File: src/rtl/if_prefetch_queue.sv
// Instruction-fetch prefetch queue: issues sequential fetches (one outstanding),
// buffers returned words with their PCs, and presents them show-ahead to decode.
module if_prefetch_queue #(
    parameter int          DEPTH    = 4,
    parameter logic [31:0] RESET_PC = 32'h0000_0000
) (
    input  logic                     Clk,
    input  logic                     Reset,
    output logic                     imem_req,
    output logic [31:0]              imem_addr,
    input  logic                     imem_valid,
    input  logic [31:0]              imem_rdata,
    input  logic                     redirect,
    input  logic [31:0]              redirect_pc,
    input  logic                     id_ready,
    output logic                     id_valid,
    output logic [31:0]              id_instr,
    output logic [31:0]              id_pc,
    output logic [31:0]              id_pc_plus4,
    output logic [$clog2(DEPTH):0]   q_count
);

    localparam int AW = $clog2(DEPTH);
    localparam logic [AW+1:0] DEPTH_OCC = (AW+2)'(DEPTH);

    typedef enum logic [1:0] {IDLE, WAIT, WAIT_DISCARD} state_t;

    state_t         state;
    logic [AW:0]    count;
    logic [AW-1:0]  wr_ptr;
    logic [AW-1:0]  rd_ptr;
    logic [31:0]    fetch_pc;
    logic [31:0]    req_pc;
    logic [31:0]    mem_instr [DEPTH];
    logic [31:0]    mem_pc    [DEPTH];

    logic [AW+1:0]  occupancy;
    logic           issue;
    logic           push;
    logic           pop;

    // An outstanding request reserves a slot so its response always fits.
    assign occupancy = {1'b0, count} + {{(AW+1){1'b0}}, (state != IDLE)};

    assign issue = !Reset && !redirect && (occupancy < DEPTH_OCC) &&
                   ((state == IDLE) || ((state == WAIT) && imem_valid));
    assign push  = (state == WAIT) && imem_valid && !redirect;
    assign pop   = id_valid && id_ready;

    assign imem_req    = issue;
    assign imem_addr   = issue ? fetch_pc : 32'h0;
    assign id_valid    = (count != '0);
    assign id_instr    = id_valid ? mem_instr[rd_ptr] : 32'h0;
    assign id_pc       = id_valid ? mem_pc[rd_ptr] : 32'h0;
    assign id_pc_plus4 = id_valid ? mem_pc[rd_ptr] + 32'd4 : 32'h0;
    assign q_count     = count;

    always_ff @(posedge Clk or posedge Reset) begin
        if (Reset) begin
            state    <= IDLE;
            count    <= '0;
            wr_ptr   <= '0;
            rd_ptr   <= '0;
            fetch_pc <= RESET_PC;
        end else if (redirect) begin
            count    <= '0;
            wr_ptr   <= '0;
            rd_ptr   <= '0;
            fetch_pc <= redirect_pc;
            case (state)
                WAIT:         state <= imem_valid ? IDLE : WAIT_DISCARD;
                WAIT_DISCARD: state <= imem_valid ? IDLE : WAIT_DISCARD;
                default:      state <= IDLE;
            endcase
        end else begin
            if (issue)
                fetch_pc <= fetch_pc + 32'd4;
            if (push)
                wr_ptr <= wr_ptr + 1'b1;
            if (pop)
                rd_ptr <= rd_ptr + 1'b1;
            case ({push, pop})
                2'b10:   count <= count + 1'b1;
                2'b01:   count <= count - 1'b1;
                default: count <= count;
            endcase
            case (state)
                IDLE:         state <= issue ? WAIT : IDLE;
                WAIT:         if (imem_valid) state <= issue ? WAIT : IDLE;
                WAIT_DISCARD: if (imem_valid) state <= IDLE;
                default:      state <= IDLE;
            endcase
        end
    end

    // Queue storage and request address are pure data; no reset needed.
    always_ff @(posedge Clk) begin
        if (issue)
            req_pc <= fetch_pc;
        if (push) begin
            mem_instr[wr_ptr] <= imem_rdata;
            mem_pc[wr_ptr]    <= req_pc;
        end
    end

endmodule

File: config.mk
export PLATFORM = sky130hd
export DESIGN_NAME = if_prefetch_queue
export DESIGN_NICKNAME = d
export VERILOG_FILES = /design/src/rtl/if_prefetch_queue.sv
export SDC_FILE = /design/constraint.sdc
export NUM_CORES = 1
export LEC_CHECK = 0
export BUFFER_PORTS_ARGS = -buffer_cell sky130_fd_sc_hd__buf_4
export CAP_MARGIN = 40
export CORE_UTILIZATION = 50
export CTS_BUF_LIST = sky130_fd_sc_hd__clkbuf_16
export DETAILED_ROUTE_END_ITERATION = 10
export GPL_ROUTABILITY_DRIVEN = 1
export PLACE_DENSITY = 0.71
export SLEW_MARGIN = 20
export SYNTH_ARGS = -nofsm -noshare
export SYNTH_HDL_FRONTEND = slang
export SYNTH_SLANG_ARGS = --single-unit
File: constraint.sdc
create_clock -name Clk -period 10.3 [get_ports Clk]
set_clock_uncertainty 0.15 [all_clocks]
set_input_delay 1.545 -clock Clk [delete_from_list [all_inputs] [get_ports Clk]]
set_output_delay 1.545 -clock Clk [all_outputs]
set_load 0.05 [all_outputs]
# After elaboration in Yosys (flattened, before gate mapping)
# Memories as Yosys holds them, arrays and structs flattened.
# Cells that the tools add are included.
totals:
  reg_bits: 73
  mem_bits_rw: 256
  in_bits: 69
  output_inout_bits: 133
  wordCells: 61
  n_memories: 2
op_classes:
  addsub: 7
  n_lt_le_gt_ge: 1
  eq_ne: 6
  mux: 21
  reduce_logical: 18
mem_list:
  columns: ["memory", "words", "width", "rd", "rd_ports_with_merged_regs", "wr", "line", "text"]
  rows:
  - ["mem_instr", 4, 32, 1, 0, 1, "34", "logic [31:0] mem_instr [DEPTH];"]
  - ["mem_pc", 4, 32, 1, 0, 1, "35", "logic [31:0] mem_pc [DEPTH];"]
ops:
  columns: ["op", "n"]
  rows:
  - ["32-bit 2-to-1 mux", 6]
  - ["32-bit by 3-bit adder with 32-bit output, second input constant", 2]
  - ["2-bit 2-to-1 mux", 9]
  - ["2-bit nonzero test", 4]
  - ["1-bit logical AND", 6]
  - ["3-bit != test, second input constant", 2]
  - ["2-bit case mux with 3 select lines", 1]
  - ["3-bit case mux with 2 select lines", 1]
  - ["3-bit nonzero test", 2]
  - ["2-bit by 1-bit adder with 2-bit output, second input constant", 2]
  - ["3-bit by 1-bit adder with 4-bit output", 1]
  - ["2-bit by 1-bit equality test with 1-bit output, second input constant", 2]
  - ["2-bit equality test, second input constant", 2]
  - ["4-bit by 3-bit < comparator with 1-bit output, second input constant", 1]
  - ["3-bit by 1-bit adder with 3-bit output, second input constant", 1]
  - ["1-bit 2-to-1 mux", 3]
  - ["3-bit 2-to-1 mux", 1]
  - ["3-bit by 1-bit subtractor with 3-bit output, second input constant", 1]
  - ["1-bit logical NOT", 2]
  - ["2-bit logical NOT", 1]
  - ["2-bit AND reduction", 1]
  - ["2-bit OR reduction", 1]
  - ["1-bit logical OR", 1]

# Longest topological paths before layout
# Gate-level depths: netlist of the first run.
depth:
  depth_word: 9
  ltp_mapped: 10
  depth_no_buf: 9

# Least setup slack after synthesis of the first run
# Ideal clock, no wire load.
synth_timing:
  kind: "input-to-output"
  start: "input port Reset"
  end: "output port imem_req"
  t_arrival_ns: 3.477
  required_time_ns: 8.605
  slack_ns: 5.128
  cell_stages: 5
  n_path_buf: 1
  path_cell_list: "or2_2 > clkbuf_1 > nor2_1 > nand2_1 > inv_1"
synth_via:
  elab_chain_len: 4
synth_rtl:
  columns: ["item", "line", "text"]
  rows:
  - ["from (decl)", "8", "input logic Reset,"]
  - ["1-bit logical NOT (no line)", null, null]
  - ["1-bit logical AND (3 in series)", "45", "assign issue = !Reset && !redirect && (occupancy < DEPTH_OCC) &&"]
  - ["to (decl)", "9", "output logic imem_req,"]
# Every way passes these cells.

# Final worst setup path of the first run
layout_timing:
  start: "register rd_ptr[0]"
  end: "output port id_pc_plus4[31]"
layout_via:
  elab_chain_len: 3
layout_rtl:
  columns: ["item", "line", "text"]
  rows:
  - ["from (decl)", "31", "logic [AW-1:0] rd_ptr;"]
  - ["from (signal assigned)", "81", "rd_ptr <= rd_ptr + 1'b1;"]
  - ["memory 4 x 32 bit", null, null]
  - ["32-bit by 3-bit adder with 32-bit output", "55", "assign id_pc_plus4 = id_valid ? mem_pc[rd_ptr] + 32'd4 : 32'h0;"]
  - ["32-bit 2-to-1 mux", "55", null]
  - ["to (decl)", "19", "output logic [31:0] id_pc_plus4,"]
# Every way passes these cells.

==> results of run 1 <==
where the power goes:
group	total [W]	switching, W	internal (W)
Clock	0.00119	0.000495	0.000698
Combinational	0.00194	0.00132	0.000619
Sequential	0.00160	0.0000921	0.00151
metal layers:
layer	wire length, µm	GRT usage (%)
met1	12900	29.7
met2	14600	35.3
met3	2070	3.71
met4	595	5.95
met5	0	0
layout make-up:
| class | instances | area, µm² | area share [%] |
|---|---|---|---|
| Clock buffer | 35 | 876 | 5.11 |
| Multi-Input combinational cell | 492 | 4080 | 23.8 |
| Inverter | 20 | 75.1 | 0.438 |
| Sequential cell | 329 | 9680 | 56.5 |
| Tap cell | 378 | 473 | 2.76 |
| Timing Repair Buffer | 216 | 1710 | 10.0 |
| Clock inverter | 25 | 226 | 1.32 |
per-stage QoR:
step | cells | util, % | area (µm²) | hold WS (ns)
2_1_floorplan | 889 | - | 14100 | 0.285
3_3_place_gp | 1430 | 57.4 | 15900 | 0.306
3_5_place_dp | 1435 | 57.8 | 16000 | 0.325
4_1_cts | 1495 | 61.8 | 17100 | 0.339
5_1_grt | 1495 | 61.8 | 17100 | 0.350
6_report | 1495 | 61.8 | 17100 | 0.328
worst paths after layout:
| path | start | endpoint | slack [ns] | cells past startpoint |
|---|---|---|---|---|
| setup / recovery | rd_ptr[0] | id_pc_plus4[31] | 4.34 | 7 |
| max in group asynchronous | Reset | rd_ptr[0] | 8.54 | 3 |
| min in group asynchronous | Reset | fetch_pc[3] | 1.04 | 3 |
| hold / removal | fetch_pc[0] | req_pc[0] | 0.33 | 0 |
| hold reg to reg | fetch_pc[0] | req_pc[0] | 0.33 | 0 |
| setup reg to reg | q_count[0] | q_count[2] | 7.31 | 10 |
synthesized netlist by cell type, types with 20 or more instances:
master	number	area, µm²
and2_1	70	438
and3_1	30	188
clkbuf_1	30	113
dfrtp_1	41	1030
edfxtp_1	288	8650
inv_1	20	75.1
mux4_2	59	1330
nand2_1	38	143
nand3_1	22	110
nand4_1	20	125
nor2_1	72	270
o21ai_0	25	125
kinds of logic after synthesis:
kind of cell               synth area share [%]
DFF                                        68.8
and+or+nand+nor                            12.0
muxes                                      11.6
buffers and inverters                      2.29
AOI/OAI and AO/OA                          2.86
xor gates and xnor gates                   1.62
adders and majority gates                 0.943
state kept, by name, indices dropped and copies added, names as in the netlist:
| register | count |
|---|---|
| req_pc | 32 |
| rd_ptr | 2 |
| wr_ptr | 2 |
| state | 2 |
| q_count | 3 |
| mem_pc | 128 |
| fetch_pc | 32 |
| mem_instr | 128 |
critical path: cells and delay by family (launching register included):
kind                   cells  cell delay, ns
muxes                      2            0.84
buffers and inverters      2            0.79
DFF                        1            0.90
and+or+nand+nor            3            1.17
==> impl_metrics.csv, run 1 <==
group,metric,value,unit
status,status,"completed",
clock_tree,cts_sinks,329,
yosys,synth.cell_area,0.0141,mm²
worst_setup_path,worstPathCellList,"buf_4 > mux4_2 > and4_1 > nand2_1 > nor4_1 > mux2_2 > buf_4",
floorplan,io_pins,202,
worst_setup_path,startpoint_type,"register",
cells_and_area,fillCellCount,2094,
sta,rsz0062_at_grt,"false",
clock_tree,clk_pin_slew_worst_paths,0.06,ns
yosys,synth_cells,889,
clock_tree,clkLatencyLatePin,0.51,ns
placed_design,placement.io_buffers,201,
drt,ant_nets,0,
cells_and_area,layout-area-overhead-vs-synth,21.7,%
clock_tree,cts_setup_buffers,0,
power,power_density,277,mW/mm²
floorplan,rows,61,
sta,period_share,57.9,%
cells_and_area,fin_nets,1172,
sta,tightest_slew,0.805,ns
cells_and_area,num_antenna_cells,0,
worst_setup_path,critPathCaptureType,"output port",
worst_setup_path,crit_slowest_cell,"dfrtp_4",
clock_tree,ctsRootBufferMaster,"clkbuf_16",
global_route,antenna_found_initial,0,
sta,worst_slack,4.34,ns
drt,drc,0,
yosys,syn_nets,968,
clock_tree,cts_hold_buf,0,
floorplan,dieArea,0.0288,mm²
clock_tree,clockBufferDepth,3,
sta,tns,0,ns
cells_and_area,drive_gt1_share,31.8,%
clock_tree,cts_tree,"built",
worst_setup_path,critPathKind,"register to output port",
floorplan,fp.coreArea,0.0277,mm²
global_route,grt_pass1_wl,46800,µm
global_route,grt-ovfl-total,0,
drt,drtPass1Iterations,7,
clock_tree,htreeDepth,2,
job,drv_cap,0,
drt,wl,30200,µm
worst_setup_path,worstPathRequired,8.61,ns
hold_path,hold_path_class,"register to register",
power,power,0.00474,W
worst_setup_path,path_common_cell,"buf_4",
drt,drtIter0Drc,667,
placed_design,dpl_worst_slack,4.80,ns
drt,num_vias,8397,
global_route,grt_pass1_vias,8393,
power,leakagePower,6.18,nW
cells_and_area,layout_commonest_cell,"edfxtp_1",
cells_and_area,mostFrequentLayoutCells,"288 x edfxtp_1, 211 x buf_4, 72 x nor2_1",
worst_setup_path,path_max_fanout,38,
sta,finalSetupViolCount,0,
sta,hold_violations,0,
drt,avgViaCountPerCell,5.62,
floorplan,die-width,170,µm
clock_tree,cts_buffers,34,
global_route,grt_max_degree,67,
power,ir_drop,129,µV
sta,period_needed,5.96,ns
worst_setup_path,arrival,4.27,ns
sta,fmax,168,MHz
worst_setup_path,slowest_delay,0.90,ns
drt,wl_per_cell,20.2,µm
yosys,synth-seq-area-share,68.8,%
yosys,syn-mean-instance-area,15.8,µm²
yosys,async_flop_share,12.5,%
yosys,synth_edf_count,288,
clock_tree,cts-resized-gates,0,
placed_design,place_congestion,0.870,
placed_design,hpwl,19800,µm
yosys,ys.warnings.count,0,
sta,relSlewSlack,45.8,%
yosys,synth_ff_type,"edfxtp_1",
floorplan,start_util,50.8,%
floorplan,chipHeight,170,µm
global_route,grt_use_total,21.5,%
yosys,ys_ff_latch,329,
yosys,synth_cell_types,50,
sta,drv_slew,0,
(Power assumes the default switching activity.)
==> inputs of run 2 (changes only) <==
Settings changed: ABC_AREA from default to 1.
Clock period 10.3 ns to 5.5 ns, I/O delays scaled along.
==> run 2 against run 1 <==
Against the previous run:
- non-clock buffer count up 8
- cell count up 48%
- register-to-register slack worse by 4.8 ns
- count of clock-buffer cells in the layout unchanged
- sequential share of layout area down 4.2 points
- hold slack worse by 0.0068 ns
- sequential cell count unchanged
- sequential power up 86%
- routed wire length up 28%
- power up 91%
- synthesized area up 9.2%
- core utilization about the same
- largest power group unchanged
- highest routed layer unchanged
==> impl_metrics.csv, run 2 <==
group,metric,value,unit
worst_setup_path,cp_top_family,"simple AND/OR/NAND/NOR gates",
yosys,yosysTopAreaCell,"edfxtp_1",
yosys,synth.cell_area,0.0154,mm²
cells_and_area,largest_registers,"mem_instr: 128 flops, mem_pc: 128 flops",
sta,tns,0,ns
drt,wl,38600,µm
yosys,yosys-top-cells-count,"426 x nand2_1, 304 x nor2_1, 288 x edfxtp_1",
placed_design,dp_cells,2151,
worst_setup_path,worstPathCellList,"buf_4 > buf_12 > o211ai_1 > nand2_1 > ha_1 > nand3_1 > nor2_2 > nand2_2 > nor2_1 > nand3_1 > nand2_1 > inv_1 > nor2_1 > buf_4",
clock_tree,clockBufferDepth,3,
hold_path,hold_path_class,"register to register",
sta,hold_ws,0.321,ns
global_route,grt_pass1_vias,11237,
yosys,syn_nets,1690,
cells_and_area,final_cells,2216,
yosys,synth_cell_types,39,
yosys,synth_edf_count,288,
clock_tree,cts_setup_buffers,0,
power,power,0.00905,W
cells_and_area,drive_gt1_share,17.1,%
worst_setup_path,rrSetupSlack,2.50,ns
worst_setup_path,slowest_delay,0.46,ns
power,ir_drop,287,µV
sta,rsz0062_at_grt,"false",
cells_and_area,fillCellCount,2499,
sta,tightest_slew,0.862,ns
drt,drtPass1Iterations,6,
global_route,grt_pass1_wl,60500,µm
clock_tree,cts_hold_buf,0,
floorplan,die-width,177,µm
yosys,synth_ff_type,"edfxtp_1",
status,status,"completed",
power,power_density,489,mW/mm²
clock_tree,cts_tree,"built",
floorplan,fp.coreArea,0.0300,mm²
worst_setup_path,worstPathRequired,4.53,ns
yosys,yosysMostFrequentCell,"nand2_1",
yosys,yosysTopAreaCellShare,56.3,%
yosys,ys_ff_latch,329,
clock_tree,ctsRootBufferMaster,"clkbuf_16",
sta,relSlewSlack,42.5,%
yosys,syn-mean-instance-area,9.54,µm²
worst_setup_path,startpoint_type,"register",
yosys,synth.area.top_cells,"edfxtp_1 56%, nand2_1 10%, nor2_1 7.4%",
sta,drv_slew,0,
placed_design,dpl_cell_area,0.0173,mm²
clock_tree,htreeDepth,2,
sta,period_share,85.1,%
worst_setup_path,arrival,3.70,ns
yosys,synth-seq-area-share,62.9,%
sta,fmax,214,MHz
cells_and_area,layout_commonest_cell,"nand2_1",
cells_and_area,fin_nets,1879,
job,drv_cap,0,
floorplan,chipHeight,177,µm
yosys,async_flop_share,12.5,%
worst_setup_path,timing.rr.start,"q_count[0]",
worst_setup_path,critical_path.endpoint,"id_pc_plus4[28]",
drt,ant_nets,0,
global_route,grt-ovfl-total,0,
yosys,synth_cells,1611,
worst_setup_path,crit_path_start,"rd_ptr[1]",
worst_setup_path,reg2reg_depth,10,
drt,avgViaCountPerCell,5.42,
worst_setup_path,crit_cells,14,
worst_setup_path,path_max_fanout,47,
power,leakagePower,7.63,nW
floorplan,io_pins,202,
yosys,ys.warnings.count,0,
sta,hold_violations,0,
placed_design,placement.io_buffers,201,
clock_tree,cts-resized-gates,0,
worst_setup_path,r2r_end,"q_count[2]",
global_route,grt_max_degree,78,
global_route,grt_use_total,24.9,%
cells_and_area,final_area,0.0185,mm²
drt,num_vias,12001,
sta,finalSetupViolCount,0,
sta,period_needed,4.68,ns
placed_design,hpwl,26000,µm
floorplan,dieArea,0.0314,mm²
clock_tree,clkLatencyLatePin,0.52,ns
floorplan,start_util,51.3,%
drt,drc,0,
worst_setup_path,path_buf_inv,4,
worst_setup_path,critPathKind,"register to output port",
cells_and_area,mostFrequentLayoutCells,"426 x nand2_1, 300 x nor2_1, 288 x edfxtp_1",
clock_tree,cts_sinks,329,
cells_and_area,layout-area-overhead-vs-synth,20.4,%
worst_setup_path,crit_slowest_cell,"buf_4",
clock_tree,clk_pin_slew_worst_paths,0.06,ns
drt,drtIter0Drc,1164,
global_route,antenna_found_initial,0,
worst_setup_path,critPathCaptureType,"output port",
cells_and_area,num_antenna_cells,0,
drt,wl_per_cell,17.4,µm
floorplan,rows,63,
placed_design,place_congestion,0.896,
clock_tree,cts_buffers,35,
[run 2: area by class of cell]
cell class / count / area [µm²] / area share (%)
inverters: 110 / 417 / 2.25
multi-input cells: 1100 / 4950 / 26.8
clock inverters: 28 / 230 / 1.24
clock buffers: 35 / 876 / 4.73
flip-flops and latches: 329 / 9680 / 52.3
repair buffers: 224 / 1860 / 10.1
well taps: 390 / 488 / 2.64
[run 2: cells by family (layout without fill, tap and decap cells)]
kind of cell / Yosys count / count (layout) / share of synthesized area [%]
AO/OA/AOI/OAI: 186 / 186 / 6.60
flip-flops: 329 / 329 / 62.9
XOR/XNOR: 16 / 16 / 0.912
AND/OR/NAND/NOR: 888 / 888 / 23.6
adder cells (fa/ha/maj): 10 / 10 / 0.863
buffers and inverters: 182 / 397 / 5.13
[run 2: worst min-delay path by stage]
stage / startpoint / to / slack (ns) / depth (start not counted)
floorplan: fetch_pc[0] / req_pc[0] / 0.27 / 0
global placement: fetch_pc[1] / req_pc[1] / 0.31 / 0
detailed placement: fetch_pc[1] / req_pc[1] / 0.32 / 0
CTS: imem_rdata[10] / mem_instr[0][10] / 0.33 / 1
global route: imem_rdata[12] / mem_instr[3][12] / 0.33 / 1
finish: fetch_pc[1] / req_pc[1] / 0.32 / 0
[run 2: where the power goes]
part	switching (W)	internal [W]	leakage [nW]
registers	0.000122	0.00286	3.10
logic	0.00284	0.000989	3.97
clock network	0.000965	0.00127	0.559
total	0.00393	0.00512	7.63
[run 2: worst reg2reg max path, stage by stage (launching register included)]
cell and delay [ns]:
dfrtp_1 0.48, nor3_4 0.30, buf_4 0.65, nor2_1 0.18, nand2_1 0.18, inv_1 0.07
fa_1 0.38, xnor2_1 0.20, xor2_1 0.15, nand3_1 0.08, o21ai_0 0.09
[run 2: metal layers]
| layer | vias to the layer above | track usage (%) | share of wire [%] |
|---|---|---|---|
| met5 | - | 0 | 0 |
| met3 | 62 | 3.51 | 8.0 |
| met1 | 5604 | 35.8 | 44 |
| li1 | 5758 | - | - |
| met4 | 0 | 7.59 | 2.5 |
| met2 | 577 | 39.4 | 45 |
[run 2: through the flow]
stage	setup slack, ns	util, %
2_1_floorplan	0.902	-
3_3_place_gp	1.23	57.4
3_5_place_dp	1.26	57.9
4_1_cts	0.702	61.6
5_1_grt	0.605	61.8
6_report	0.821	61.8
==> inputs of run 3 (changes only) <==
Settings changed: CORE_ASPECT_RATIO from default to 0.7.
==> run 3 against run 2 <==
Against the previous run:
- hold slack worse by 0.066 ns
- cell count up 0.68%
- final area down 1.4%
- first-iteration DRC count down 15%
- routed wire length up 1.7%
- worst setup slack better by 0.027 ns
- critical path type unchanged
==> impl_metrics.csv, run 3 (synthesis gave the netlist of run 2 again) <==
group,metric,value,unit
status,status,"completed",
cells_and_area,fin_nets,1873,
clock_tree,cts_buffers,31,
floorplan,chipHeight,149,µm
global_route,grt_pass1_wl,61300,µm
global_route,grt-ovfl-total,0,
hold_path,hold_path_class,"primary input to asynchronous set/reset pin",
drt,drc,0,
clock_tree,clockBufferDepth,3,
cells_and_area,multi_input_area,0.00495,mm²
floorplan,fp.coreArea,0.0301,mm²
clock_tree,cts_sinks,329,
worst_setup_path,critPathKind,"register to output port",
clock_tree,ctsRootBufferMaster,"clkbuf_16",
worst_setup_path,timing.rr.start,"state[1]",
drt,ant_nets,0,
drt,wl_per_cell,17.6,µm
floorplan,start_util,51.1,%
cells_and_area,register_area,0.00968,mm²
placed_design,dpl_worst_slack,1.50,ns
cells_and_area,num_antenna_cells,0,
drt,wl,39300,µm
cells_and_area,largest_registers,"mem_instr: 128 flops, mem_pc: 128 flops",
worst_setup_path,crit_path_start,"rd_ptr[0]",
worst_setup_path,slowest_delay,0.60,ns
drt,drtPass1Iterations,5,
sta,period_share,84.6,%
drt,avgViaCountPerCell,5.29,
worst_setup_path,path_max_fanout,60,
floorplan,dieArea,0.0315,mm²
sta,hold_violations,0,
clock_tree,clkLatencyLatePin,0.57,ns
global_route,use_met3,3.82,%
worst_setup_path,critPathCaptureType,"output port",
cells_and_area,layout_commonest_cell,"nand2_1",
sta,finalSetupViolCount,0,
worst_setup_path,worstPathCellList,"buf_4 > nand2_1 > nand2_1 > nand2_1 > nand2_1 > ha_1 > nand3_1 > nor2_2 > nand2_2 > nor2_1 > o21ai_0 > a21oi_1 > buf_4",
power,ir_drop,323,µV
placed_design,place_congestion,0.967,
placed_design,placement.io_buffers,201,
sta,drv_slew,0,
global_route,grt_use_total,25.2,%
cells_and_area,drive_gt1_share,16.4,%
cells_and_area,fillCellCount,2536,
global_route,grt_max_degree,61,
cells_and_area,mostFrequentLayoutCells,"426 x nand2_1, 300 x nor2_1, 288 x edfxtp_1",
sta,relSlewSlack,48.6,%
power,power_density,482,mW/mm²
clock_tree,cts-resized-gates,0,
floorplan,rows,53,
clock_tree,cts_setup_buffers,0,
worst_setup_path,worstPathRequired,4.53,ns
floorplan,io_pins,202,
global_route,busiest_layer,"met1",
drt,drtIter0Drc,993,
sta,tightest_slew,0.769,ns
worst_setup_path,arrival,3.68,ns
global_route,grt_pass1_vias,11104,
placed_design,hpwl,27000,µm
clock_tree,cts_hold_buf,0,
clock_tree,clk_pin_slew_worst_paths,0.06,ns
worst_setup_path,crit_slowest_cell,"buf_4",
sta,worst_slack,0.848,ns
power,power,0.00880,W
global_route,antenna_found_initial,0,
clock_tree,cts_tree,"built",
power,leakagePower,7.52,nW
clock_tree,htreeDepth,1,
global_route,met2_usage,37.4,%
worst_setup_path,startpoint_type,"register",
sta,tns,0,ns
floorplan,die-width,212,µm
cells_and_area,layout-area-overhead-vs-synth,18.8,%
job,drv_cap,0,
drt,num_vias,11796,
sta,period_needed,4.65,ns
worst_setup_path,path_common_cell,"nand2_1",
global_route,met1_usage,39.6,%
cells_and_area,utilization,60.6,%
sta,fmax,215,MHz
sta,rsz0062_at_grt,"false",
[run 3: critical path: cells and delay by family (launching register included)]
family                   cells  cell delay [ns]
AO/OA/AOI/OAI                2             0.34
AND/OR/NAND/NOR              8             1.09
flip-flops                   1             0.58
buffers and inverters        2             0.83
adder cells (fa/ha/maj)      1             0.21
[run 3: final timing paths]
| check | end | slack [ns] | cells past startpoint |
|---|---|---|---|
| setup / recovery | id_pc_plus4[12] | 0.85 | 13 |
| hold reg to reg | req_pc[31] | 0.33 | 0 |
| setup reg to reg | fetch_pc[23] | 2.66 | 8 |
| min in group Clk | mem_instr[0][16] | 0.30 | 1 |
| max in group asynchronous | rd_ptr[0] | 4.53 | 3 |
| hold / removal | fetch_pc[0] | 0.26 | 3 |
[run 3: per-stage QoR]
step	instances	area, µm²	hold WS, ns
after floorplan	1611	15400	0.275
after global placement	2169	17200	0.313
after detailed placement	2173	17300	0.321
after CTS	2231	18300	0.254
after global routing	2231	18300	0.288
final	2231	18300	0.255
[run 3: layout make-up]
class | count | area share, %
multi-input combinational | 1100 | 27.1
timing repair buffer | 222 | 9.56
inverter | 110 | 2.28
tap | 412 | 2.82
sequential | 329 | 53.0
clock inverter | 27 | 0.912
clock buffer | 31 | 4.25
[run 3: routing by layer]
| metal | routed length [µm] | vias up |
|---|---|---|
| li1 | - | 5752 |
| met1 | 18800 | 5517 |
| met2 | 16700 | 489 |
| met3 | 3270 | 38 |
| met4 | 491 | 0 |
| met5 | 0 | - |
[run 3: report_power, final]
part	switching (W)	internal, W
sequential	0.000145	0.00285
clock	0.000882	0.00111
combinational	0.00283	0.000973
